[src/rtl/snail_seq_pkg.sv]
// Shared types and defaults for the serial pattern sequencer.
//   state_e : sequencer FSM states (IDLE, SHIFT, DONE)
//   *_DEF   : default word / pattern / divider widths
//   CNT_W   : width needed to count 0..word_w inclusive
package snail_seq_pkg;

  typedef enum logic [1:0] {
    IDLE  = 2'd0,
    SHIFT = 2'd1,
    DONE  = 2'd2
  } state_e;

  localparam int unsigned WORD_W_DEF = 16;
  localparam int unsigned PAT_W_DEF  = 5;
  localparam int unsigned DIV_W_DEF  = 8;

  function automatic int unsigned CNT_W(input int unsigned word_w);
    return $clog2(word_w + 1);
  endfunction

endpackage

[src/rtl/snail_rate_div.sv]
// Bit-period divider for the serial sequencer.
//   clk, rst : clock, asynchronous active-high reset
//   clear    : restart the period count (run accepted)
//   run      : count while high
//   div_q    : bit period in clk cycles (always >= 1)
//   tick     : single-cycle strobe on the last cycle of each period
module snail_rate_div #(
  parameter int unsigned DIV_W = 8
) (
  input  logic             clk,
  input  logic             rst,
  input  logic             clear,
  input  logic             run,
  input  logic [DIV_W-1:0] div_q,
  output logic             tick
);

  logic [DIV_W-1:0] cnt_q;

  // Combinational from registers so the strobe lands in the same cycle the
  // count reaches the end of the period.
  assign tick = run && (cnt_q == div_q - DIV_W'(1));

  always_ff @(posedge clk or posedge rst) begin
    if (rst) begin
      cnt_q <= '0;
    end else if (clear) begin
      cnt_q <= '0;
    end else if (run) begin
      cnt_q <= tick ? '0 : cnt_q + DIV_W'(1);
    end
  end

endmodule

[src/rtl/snail_seq_ctrl.sv]
// Serialises a parallel word MSB-first on (ser_en, ser_a) at a programmable
// bit period and runs an overlapping pattern matcher on the same stream.
//   start/data_in/pattern/div : run request and its parameters (sampled on accept)
//   busy      : run in progress (SHIFT)
//   ser_en    : valid serial bit strobe; ser_a : current serial bit
//   match     : pulse the cycle after the bit completing the pattern
//   match_cnt : matches in current/last run, held until the next accept
//   done      : one-cycle end-of-run pulse
module snail_seq_ctrl
  import snail_seq_pkg::*;
#(
  parameter int unsigned WORD_W = WORD_W_DEF,
  parameter int unsigned PAT_W  = PAT_W_DEF,
  parameter int unsigned DIV_W  = DIV_W_DEF
) (
  input  logic                       clk,
  input  logic                       rst,
  input  logic                       start,
  input  logic [WORD_W-1:0]          data_in,
  input  logic [PAT_W-1:0]           pattern,
  input  logic [DIV_W-1:0]           div,
  output logic                       busy,
  output logic                       ser_en,
  output logic                       ser_a,
  output logic                       match,
  output logic [CNT_W(WORD_W)-1:0]   match_cnt,
  output logic                       done
);

  localparam int unsigned CW = CNT_W(WORD_W);

  state_e            state_q;
  logic [WORD_W-1:0] shift_q;
  logic [PAT_W-1:0]  pat_q;
  logic [DIV_W-1:0]  div_q;
  logic [PAT_W-2:0]  hist_q;
  logic [CW-1:0]     bit_cnt_q;
  logic [CW-1:0]     cnt_q;
  logic              match_q;
  logic              done_q;

  logic              accept;
  logic              run;
  logic              tick;
  logic [PAT_W-1:0]  window_d;
  logic              hit_d;
  logic              last_d;

  assign accept = (state_q == IDLE) && start;
  assign run    = (state_q == SHIFT);

  snail_rate_div #(
    .DIV_W (DIV_W)
  ) u_rate_div (
    .clk   (clk),
    .rst   (rst),
    .clear (accept),
    .run   (run),
    .div_q (div_q),
    .tick  (tick)
  );

  // Window ending at the bit currently on ser_a; history is never flushed
  // on a hit so overlapping occurrences are all counted.
  assign window_d = {hist_q, shift_q[WORD_W-1]};
  assign hit_d    = tick && (bit_cnt_q >= CW'(PAT_W - 1)) && (window_d == pat_q);
  assign last_d   = tick && (bit_cnt_q == CW'(WORD_W - 1));

  always_ff @(posedge clk or posedge rst) begin
    if (rst) begin
      state_q   <= IDLE;
      shift_q   <= '0;
      pat_q     <= '0;
      div_q     <= '0;
      hist_q    <= '0;
      bit_cnt_q <= '0;
      cnt_q     <= '0;
      match_q   <= 1'b0;
      done_q    <= 1'b0;
    end else begin
      match_q <= 1'b0;
      done_q  <= 1'b0;
      case (state_q)
        IDLE: begin
          if (start) begin
            shift_q   <= data_in;
            pat_q     <= pattern;
            div_q     <= (div == '0) ? DIV_W'(1) : div;
            hist_q    <= '0;
            bit_cnt_q <= '0;
            cnt_q     <= '0;
            state_q   <= SHIFT;
          end
        end
        SHIFT: begin
          if (tick) begin
            hist_q    <= window_d[PAT_W-2:0];
            shift_q   <= {shift_q[WORD_W-2:0], 1'b0};
            bit_cnt_q <= bit_cnt_q + CW'(1);
            match_q   <= hit_d;
            if (hit_d) begin
              cnt_q <= cnt_q + CW'(1);
            end
            if (last_d) begin
              state_q <= DONE;
              done_q  <= 1'b1;
            end
          end
        end
        DONE: begin
          state_q <= IDLE;
        end
        default: begin
          state_q <= IDLE;
        end
      endcase
    end
  end

  assign busy      = run;
  assign ser_en    = tick;
  assign ser_a     = run && shift_q[WORD_W-1];
  assign match     = match_q;
  assign match_cnt = cnt_q;
  assign done      = done_q;

endmodule

[config.mk]
export PLATFORM = sky130hd
export DESIGN_NAME = snail_seq_ctrl
export DESIGN_NICKNAME = d
export VERILOG_FILES = /design/src/rtl/snail_seq_pkg.sv /design/src/rtl/snail_rate_div.sv /design/src/rtl/snail_seq_ctrl.sv
export SDC_FILE = /design/constraint.sdc
export NUM_CORES = 1
export LEC_CHECK = 0
export ABC_AREA = 1
export CORE_ASPECT_RATIO = 1.5
export CORE_UTILIZATION = 45
export DETAILED_ROUTE_END_ITERATION = 12
export GPL_ROUTABILITY_DRIVEN = 0
export GPL_TIMING_DRIVEN = 0
export PLACE_DENSITY_LB_ADDON = 0.3
export SYNTH_ARGS = -nofsm -noshare
export SYNTH_HDL_FRONTEND = slang
export SYNTH_SLANG_ARGS = --single-unit
[constraint.sdc]
create_clock -name clk -period 2.4 [get_ports clk]
set_input_delay 0.48 -clock clk [delete_from_list [all_inputs] [get_ports clk]]
set_output_delay 0.48 -clock clk [all_outputs]
set_load 0.01 [all_outputs]
* Word level (Yosys, flattened, before mapping)
Cells that the tools add are included.
** Storage, ports and cells
- Register bits :: 55
- Bits in latches :: 0
- Memory bits (read-only) :: 0
- Memory bits (writable) :: 0
- Input bits :: 32
- Output and inout bits :: 10
- Memories :: 0
- Word-level logic and storage cells :: 62
** Operators by class
- $add $sub $neg :: 4
- $mul :: 0
- Bitwise gates (word level) :: 0
- Muxes and demuxes :: 25
- Shift operators :: 0
- Div/mod/pow operators :: 0
- Equal/unequal tests :: 8
- Reductions and logical operators :: 14
- Order comparisons :: 1
** Operator list (count)
- $mux W16 :: 2
- $mux W8 :: 4
- $pmux W16 S2 :: 1
- $mux W5 :: 4
- $pmux W5 S2 :: 2
- $add A5 B1 Y5 const B :: 2
- $add A8 B1 Y8 const B :: 1
- $eq A8 B8 Y1 :: 1
- $logic_not A8 Y1 :: 1
- $mux W4 :: 2
- $pmux W4 S2 :: 1
- $sub A8 B1 Y8 const B :: 1
- $logic_and A1 B1 Y1 :: 6
- $mux W2 :: 3
- $ne A2 B1 Y1 const B :: 3
- $reduce_and A3 Y1 :: 2
- $eq A5 B4 Y1 const B :: 1
- $eq A5 B5 Y1 :: 1
- $ge A5 B3 Y1 const B :: 1
- $mux W1 :: 5
- $pmux W2 S2 :: 1
- $reduce_and A4 Y1 :: 1
- $reduce_bool A2 Y1 :: 2
- $eq A2 B1 Y1 const B :: 1
- 3 further kinds :: 3

* Longest topological paths before layout
- Word-level depth :: 8
- Depth in mapped cells :: 15
- Mapped depth without buffers :: 15

* Cells and area by module
Synthesis repeated with hierarchy kept, for this count alone.
** Unflattened totals
- Cell total of the unflattened synthesis :: 378
- Area, all modules :: 3049.2 um^2
** Modules (own cells, without submodules)
- snail_seq_ctrl :: cells an instance 260, area each 2277.2 um^2, times used 1, sequential area each 1176.1 um^2
- snail_rate_div :: cells an instance 118, area each 772.0 um^2, times used 1, sequential area each 200.2 um^2

* Worst setup path after synthesis
Ideal clock, no wire load.
- Path kind :: flip-flop to output port
- From :: reg div_q[0]
- To :: out ser_en
- Data required time :: 1920 ps
- Stages on the path, launching flop included :: 13
- Setup slack :: 433 ps
- Data arrival time :: 1487 ps
- Buffers on the path :: 0
- Cell sequence :: dfrtp_1 > inv_2 > ha_1 > inv_1 > nand2_1 > nand2_1 > nor2_1 > nand2_1 > nor2_1 > nand2_1 > nor2_2 > nand3_2 > inv_1
** On the way
- Cells in the longest elaborated chain, start to end :: 3
** Ends and longest elaborated chain
- start, declared :: RTL line snail_seq_ctrl.sv:35 : logic [DIV_W-1:0] div_q;
- start signal, assigned :: RTL line snail_seq_ctrl.sv:88 : div_q <= (div == '0) ? DIV_W'(1) : div;
- $sub A8 B1 Y8 :: RTL line snail_rate_div.sv:22 : assign tick = run && (cnt_q == div_q - DIV_W'(1));
- $eq A8 B8 Y1 :: RTL line snail_rate_div.sv:22
- $logic_and A1 B1 Y1 :: RTL line snail_rate_div.sv:22
- end, declared :: RTL line snail_seq_ctrl.sv:23 : output logic ser_en,
Every way passes these cells.

* Final worst setup path
Same ends and word-level chain as after synthesis.

==> out/results.tsv <==
stage	metric	value	unit
status	status	complete, no violations	
clock_network	clock_latency	310	ps
floorplan	initial_core_util	0.469	
cells_and_area	nFillCells	567	
floorplan	die_w	67.5	µm
grt	grtUsageTotal	0.216	
synthesis	synth_seq_area_share	0.475	
grt	antenna_found_initial	0	
clock_network	cts_tree	done	
synthesis	synth_nets	397	
timing	fmaxAchievable	0.418	GHz
timing	hold_viol	0	
routing	vias	2480	
clock_network	htree_levels	2	
cells_and_area	nNetsFinal	454	
cells_and_area	finalNonFillerCells	491	
placed_design	post-place-ws	-449	ps
clock_network	clkTransAtPathRegs	100	ps
routing	avgRoutedWirePerCell	13.2	µm
grt	grt_pass1_wl	11000	µm
routing	drtIter0Drc	126	
pwr	p_total	1.51	mW
clock_network	cts_sinks	55	
worst_setup_path	worst_ep_arrival_time	1910	ps
placed_design	dp_hpwl	4760	µm
cells_and_area	antenna_cells	0	
clock_network	cts_buffers	5	
synthesis	synth.cell_area	2900	µm²
timing	rsz0062_at_grt	yes	
routing	routed_wl	6460	µm
routing	drt_pre_antenna_iters	4	
synthesis	synth_seq_cells	55	
synthesis	syn-instance-count	359	
grt	grt_max_degree	44	
placed_design	place_area	3420	µm²
worst_hold_path	hold_class	input pin to asynchronous set/reset pin	
cells_and_area	multi_input_area	1340	µm²
cells_and_area	drive_above_1_share	0.158	
timing	worst_hold_slack	431	ps
grt	grt_pass1_vias	2467	
cells_and_area	synthToLayoutAreaGrowth	24.5	%
floorplan	die_h	100	µm
timing	timing.slew.headroom	0.719	
timing	fin_ws	6.51	ps
clock_network	cts_max_path_buffers	2	
job	maxCapViolCount	0	
worst_setup_path	crit_path_end_kind	output pin	
clock_network	root_buffer	clkbuf_8	
timing	setup_viol	0	
synthesis	synth.top_cell.area_share	0.475	
synthesis	synth.area.top_cells	dfrtp_1 48%, nand2_1 9.9%, o21ai_0 5.4%	
worst_setup_path	cp_max_fo	4	
cells_and_area	ff_latch_area	1380	µm²
timing	skew	3.35	ps
floorplan	num_rows	35	
synthesis	yosysWarnings	0	
routing	drc	0	
worst_setup_path	critical_path_class	flip-flop to output pin	
placed_design	dp_cells	475	
placed_design	port_buffers	41	
floorplan	ios	42	
cells_and_area	final_cell_area	3600	µm²
timing	tightest_slew	422	ps
routing	viasPerCell	5.05	
cells_and_area	final_cell_mix	76 x nand2_1, 54 x dfrtp_1, 40 x clkdlybuf4s50_1, 38 x nor2_1, 32 x inv_1	
timing	period_share	0.997	
timing	fin_crit	2390	ps
grt	grt.overflow.total	0	
worst_setup_path	startpoint_type	flip-flop	
timing	drv_slew	0	
pwr	ir_drop	0.345	mV
floorplan	die_area	6770	µm²
pwr	p_per_area	418	nW/µm²
cells_and_area	utilization	0.584	
pwr	p_leak	1.69	nW
routing	drtAntennaViolNets	0	
synthesis	synth_area_leader_cell	dfrtp_1	
synthesis	synth_area_per_cell	8.06	µm²
timing	totalNegativeSetupSlack	0	ps
synthesis	synth_cell_types	29	
worst_setup_path	cp.required	1920	ps
cells_and_area	layout_commonest_cell	nand2_1	
floorplan	core	6170	µm²
metal layers:
metal,global-route usage,vias up,share of wire
li1,-,1263,-
met3,0.0352,8,0.026
met4,0.0802,0,0.019
met1,0.243,1166,0.40
met2,0.391,43,0.55
met5,0,-,0
power breakdown:
part           switching, mW  total [mW]  internal [mW]
sequential                 0       0.926          0.926
combinational         0.0277      0.0757         0.0479
clock                  0.300       0.504          0.205
total                  0.327        1.51           1.18
cells by family after synthesis:
group                    Yosys count  share of synthesized area
XOR/XNOR                          14                     0.0424
AND/OR/NAND/NOR                  168                      0.253
flip-flops                        55                      0.475
AO/OA/AOI/OAI                     64                      0.129
adder cells (fa/ha/maj)            6                     0.0259
buffers and inverters             52                     0.0739
synthesized netlist by cell type, drive strengths merged:
master and instances:
nand4 4, nand2 78, o22ai 7, inv 40, nand3 23, dfrtp 55, xor2 8, buf 6
a41oi 1, nor3 3, xnor2 6, ha 6, clkbuf 5, nor4 1, a21oi 18, o31ai 3
nor2 43, or2 16, clkinv 1, o21ai 35
area by class of cell:
cell class                 count  share of cell area
sequential                    55               0.382
multi-input combinational    252               0.371
timing repair buffer          51               0.138
inverter                      41              0.0437
tap                           74              0.0257
clock buffer                   6              0.0201
buffer                        10              0.0156
clock inverter                 2             0.00347
what timing repair did:
item                                    CTS  global route
endpoints found under the setup margin    3             2
resized for setup                        13             3
pin swaps                                 4             3
hold buffers                              0             0
buffers inserted                          4             5
flip-flops by register name (all words and copies together), names as in the netlist:
register	cells
shift_q	16
div_q	8
u_rate_div.cnt_q	8
bit_cnt_q	5
match_cnt	5
pat_q	5
hist_q	4
state_q	2
done	1
match	1
path summary, 6_finish.rpt:
path,startpoint,to,slack (ps),cells after the start
max,div_q[0]$_DFFE_PP0P_,ser_en,7,13
min,rst,shift_q[4]$_DFFE_PP0P_,430,2
max reg2reg,div_q[0]$_DFFE_PP0P_,match_cnt[3]$_DFFE_PP0P_,280,16
min reg2reg,u_rate_div.cnt_q[7]$_DFFE_PP0P_,u_rate_div.cnt_q[7]$_DFFE_PP0P_,510,2
max in group asynchronous,rst,div_q[0]$_DFFE_PP0P_,1430,3
min in group clk,u_rate_div.cnt_q[7]$_DFFE_PP0P_,u_rate_div.cnt_q[7]$_DFFE_PP0P_,510,2
worst max-delay path, cell delays in order, from the launching register on:
cell     delay [ps]
dfrtp_2         400
inv_2            60
ha_4            270
inv_2            30
nand2_1          50
nand2_1          50
nor2_2           90
nand2_1          60
nor2_1           80
nand2_1          90
nor2_4          120
nand3_2         100
inv_2           100
buf_6           100
No activity file was read; power rests on OpenSTA's default activity.
